<file path="src/rtl/fetch_unit.sv">
// fetch_unit
//   Instruction fetch stage between the PC register and decode. It issues one
//   request at a time to a variable-latency instruction memory and holds the
//   returned word with its PC under a valid/ready handshake. It generates the
//   pc_advance pulse so the PC only moves once decode has consumed an
//   instruction. It also handles redirect flushes and flags misaligned PCs.
//
//   State table:
//     IDLE | ready to issue a request for the current pc
//     WAIT | request outstanding, response will be kept
//     DROP | request outstanding, response will be discarded (flushed)
//     HOLD | instruction presented to decode, waiting for instr_ready
//
// Ports
//   clk, rst           clock, synchronous active-high reset
//   pc                 current PC from the PC register
//   flush              redirect this cycle; discard in-flight work
//   imem_req/addr      one-cycle request pulse and its address
//   imem_rvalid/rdata  memory response
//   instr_valid/ready  decode handshake
//   instr, instr_pc    fetched word and its PC
//   pc_advance         one-cycle pulse telling the PC register to advance
//   fetch_fault        pc misaligned while idle
//   fetch_count        instructions delivered since reset (wraps)
module fetch_unit #(
    parameter int WIDTH = 32
) (
    input  logic             clk,
    input  logic             rst,
    input  logic [WIDTH-1:0] pc,
    input  logic             flush,
    output logic             imem_req,
    output logic [WIDTH-1:0] imem_addr,
    input  logic             imem_rvalid,
    input  logic [WIDTH-1:0] imem_rdata,
    output logic             instr_valid,
    input  logic             instr_ready,
    output logic [WIDTH-1:0] instr,
    output logic [WIDTH-1:0] instr_pc,
    output logic             pc_advance,
    output logic             fetch_fault,
    output logic [WIDTH-1:0] fetch_count
);

    localparam logic [1:0] IDLE = 2'd0;
    localparam logic [1:0] WAIT = 2'd1;
    localparam logic [1:0] DROP = 2'd2;
    localparam logic [1:0] HOLD = 2'd3;

    logic [1:0]       state;
    logic [1:0]       state_next;
    logic [WIDTH-1:0] req_addr;
    logic             aligned;

    assign aligned = (pc[1:0] == 2'b00);

    // Combinational outputs are gated by rst so they read as inactive for
    // the whole time reset is held, not only after the first reset edge.
    always_comb begin
        imem_req    = !rst && (state == IDLE) && !flush && aligned;
        imem_addr   = imem_req ? pc : '0;
        fetch_fault = !rst && (state == IDLE) && !aligned;
        pc_advance  = !rst && (state == HOLD) && instr_ready && !flush;
    end

    always_comb begin
        state_next = state;
        case (state)
            IDLE: if (imem_req) state_next = WAIT;
            WAIT: begin
                if (imem_rvalid && !flush)      state_next = HOLD;
                else if (imem_rvalid && flush)  state_next = IDLE;
                else if (flush)                 state_next = DROP;
            end
            DROP: if (imem_rvalid) state_next = IDLE;
            HOLD: if (flush || instr_ready) state_next = IDLE;
            default: state_next = IDLE;
        endcase
    end

    always_ff @(posedge clk) begin
        if (rst) begin
            state       <= IDLE;
            instr_valid <= 1'b0;
            req_addr    <= '0;
            instr       <= '0;
            instr_pc    <= '0;
            fetch_count <= '0;
        end else begin
            state       <= state_next;
            instr_valid <= (state_next == HOLD);
            if (imem_req)
                req_addr <= pc;
            if ((state == WAIT) && imem_rvalid && !flush) begin
                instr    <= imem_rdata;
                instr_pc <= req_addr;
            end
            if (pc_advance)
                fetch_count <= fetch_count + 1'b1;
        end
    end

endmodule

</file>
<file path="config.mk">
export PLATFORM = sky130hd
export DESIGN_NAME = fetch_unit
export DESIGN_NICKNAME = d
export VERILOG_FILES = /design/src/rtl/fetch_unit.sv
export SDC_FILE = /design/constraint.sdc
export NUM_CORES = 1
export LEC_CHECK = 0
export ABC_AREA = 0
export CORE_ASPECT_RATIO = 1.25
export CORE_MARGIN = 1.5
export CORE_UTILIZATION = 40
export CTS_BUF_LIST = sky130_fd_sc_hd__clkbuf_8
export CTS_CLUSTER_DIAMETER = 50
export DETAILED_ROUTE_END_ITERATION = 6
export PLACE_DENSITY = 0.74
export SETUP_SLACK_MARGIN = 0.4
export SYNTH_ARGS = -nofsm -noshare
export SYNTH_HDL_FRONTEND = slang
export SYNTH_SLANG_ARGS = --single-unit
</file>
<file path="constraint.sdc">
create_clock -name clk -period 8.1 [get_ports clk]
set_input_delay 2.025 -clock clk [delete_from_list [all_inputs] [get_ports clk]]
set_output_delay 2.025 -clock clk [all_outputs]
set_load 0.02 [all_outputs]
</file>
==> implementation parameters <==
Parameter                              Value

Floorplanning
  Core area    0.0127 sq mm
  I/O pins    201
  Initial Utilization    41.0%
  Die X-Extent    105 microns
  Die Height    130 microns
  Num rows    46
  Area enclosed by the die boundary    0.0137 sq mm

Placed design
  Final HPWL DP    9.89 mm
  GPL Wtd Cong    0.837
  Count of buffers from port buffering    198

Logic synthesis
  Number of enable flip-flop cells after synthesis    0
  Sequential element share of the synthesized area    50.5%
  Fraction of synthesized cell area taken by the top area cell type    50.5%
  Most used standard cell by instance count after synthesis    nand2_1
  Netlist Area Pre-Place    0.00519 sq mm
  Synth Register Bits    131
  Synthesized area per cell    7.96 sq um
  Cell count after synthesis    652
  Synth unique cells    40
  Main flop type after synthesis    dfxtp_1
  Largest cells by area after synthesis    dfxtp_1 51%, nand2_1 14%, a21oi_1 11%
  Dominant combinational cell family by area after synthesis    simple AND/OR/NAND/NOR gates
  Share of cell area taken by muxes after synthesis    0.627%
  Synth async-reset ratio    0%
  Most common library cells after synthesis    200 x nand2_1, 131 x dfxtp_1, 118 x a21oi_1, 34 x inv_1, 31 x clkbuf_1
  Post-synthesis share of cell area spent on full adders, half adders and majority gates    0.241%
  Warnings, synthesis    0
  Area fraction in compound gates after synthesis    14.3%
  Cell accounting for the most synthesized area    dfxtp_1
  Xor and xnor area share after synthesis    1.18%
  Fraction of the mapped netlist area in simple logic gates    25.7%

Worst setup path
  Worst endpoint required time    6.08 ns
  Endpoint kind of the worst setup timing path    output pin
  Critical path class    primary input to output pin
  Element type at the critical path start    primary input
  Arrival time of the worst setup path    4.82 ns
  Crit Path Max Fanout    58

Pwr
  Internal portion of total power    929 uW
  Share of total power in combinational logic    5.9%
  Switching power as a share of total power    24.3%
  Seq pwr share    53.0%
  Clock group share of total power    41.2%
  Post-route total power    1230 uW
  Net Switching    298 uW
  Areal power density over the cells    163 mW/mm^2
  Maximum resistive drop on vdd    116 uV
  Total leakage power    0.00269 uW

Global route
  Final global-route overflow total    0
  Grt met3 use    6.50%
  Global-route wire length before repair    22.4 mm
  Global-route usage over all layers    20.3%
  Pin count of the biggest net entering global routing    80
  Global route hottest layer    met2
  GR met1 Demand/Resource    23.0%
  Global routing usage on met2    36.4%
  Via count of the first global-routing pass    4706
  Initial antenna violation count    0

Timing
  Clock Skews    0.0141 ns
  Setup repair after global routing missed its margin    no
  Worst-case headroom to the max-slew limit    19.3%
  Number of setup violations in the final report    0
  Share of the cycle needed by the critical path after routing    84.5%
  Highest clock rate    146 MHz
  Number of failing hold endpoints at the final stage    0
  Number of max-slew violations in the final report    0
  Measured slew at the worst slew-check pin    1.21 ns
  Setup total negative slack    0 ns
  Minimum clock period    6.84 ns

Routing
  WL per Instance    14.1 microns
  Ratio of routed vias to standard cells    4.97
  Final wirelength    14.2 mm
  Number of DRC markers after the initial detailed-route iteration    261
  DRC violations left    0
  Final ANT Viol Nets    0
  First-pass iteration count of the detailed router    4
  Via total after detailed routing    5008

Clock tree
  Postcts setup bufs    0
  Worst-case clock buffer depth    2
  Hold bufs inserted after CTS    0
  Total of cells resized after clock tree synthesis    0
  Total CTS buffers    17
  CTS clock-pin slew for the worst setup and hold paths    0.07 ns
  CTS root buf    clkbuf_8
  Clock Sinks    131
  Clk Latency, worst-skew pair    0.42 ns
  CTS tree    yes
  H-Tree Depth    4

Cells and area
  Synthesis-to-finish area growth    45.0%
  Share of final-layout standard cells stronger than drive strength 1    5.95%
  Antenna Cells    0
  Fin nets    897

Outcome
  Outcome    finished, final reports clean

Flow run
  Number of violations of the max-capacitance limit    0

Min path
  Type of the most critical hold path    flip-flop to flip-flop
-- registers in the layout, summed over array words and instances, names as in the netlist --
signal       count
instr           32
fetch_count     32
state            2
instr_valid      1
req_addr        32
instr_pc        32
-- per-stage QoR --
step / util, % / setup slack, ns / hold WS (ns) / instances / cell area, sq um
finish: 59.4 / 1.26 / 0.444 / 1008 / 7520
global route: 59.4 / 1.02 / 0.470 / 1008 / 7520
CTS: 59.4 / 1.24 / 0.447 / 1008 / 7520
detailed placement: 56.5 / 1.24 / 0.445 / 976 / 7150
global placement: 56.5 / 1.27 / 0.435 / 976 / 7150
floorplan: - / 2.48 / 0.424 / 653 / 5190
-- per-layer routing --
layer  up-vias  part of all wire, %
met5         -                    0
met4         0                  1.5
met3        15                  5.7
met2       132                   52
met1      2336                   41
li1       2525                    -
-- critical path, stage by stage --
cell             delay [ns]
buf_4                  0.29
or3_2                  0.48
or4_1                  0.40
buf_4                  0.25
inv_2                  0.45
nand2_1                0.19
inv_1                  0.08
clkdlybuf4s50_1        0.60
-- power groups by stage --
stage	clock (uW)	sequential (uW)	combinational [uW]
after floorplan	0	666	27.6
after global placement	0	665	71.3
after detailed placement	0	665	72.2
after CTS	520	650	72.6
after global routing	553	651	77.8
final	505	650	71.8
-- kinds of logic (layout without fill, tap and decap cells) --
logic type	Yosys count	in the layout
AOI/OAI and AO/OA	141	141
muxes	3	3
and+or+nand+nor	287	287
DFF	131	131
other	1	2
buffers and inverters	81	268
adders and majority gates	1	1
xor gates and xnor gates	7	7
-- final timing paths --
check	cells after the start	start	slack, ns	end
worst max-delay path	8	rst	1.26	imem_addr[2]
worst min-delay path	2	req_addr[0]	0.44	instr_pc[0]
worst max register to register	6	state[1]	5.68	req_addr[2]
worst min register to register	2	req_addr[0]	0.44	instr_pc[0]
-- cells in the final DEF (no fill, tap or decap), types with 2 or more instances in the layout --
cell type	n
nand2_1	200
clkdlybuf4s50_1	197
dfxtp_1	131
a21oi_1	118
inv_1	34
clkbuf_8	20
or4_1	15
o31ai_1	14
nor2_1	13
nand4_1	13
o21ai_0	9
nand3_1	6
xnor2_1	6
or3_2	5
clkinvlp_4	5
inv_6	5
nor2b_1	4
nand3b_1	4
nor3_1	4
buf_4	4
and4_1	3
nor4_1	3
or3_1	3
nor3b_1	3
or4_4	2
and3_1	2
mux2_2	2
and2_1	2
conb_1	2
-- area by class of cell --
type                       instances  area [sq um]
fill                            1152          5140
sequential                       131          2620
multi-input combinational        441          2190
timing repair buffer             201          2000
clock buffer                      20           275
tap                              168           210
inverter                          35           131
clock inverter                    12          95.1
No activity file was read; power rests on OpenSTA's default activity.
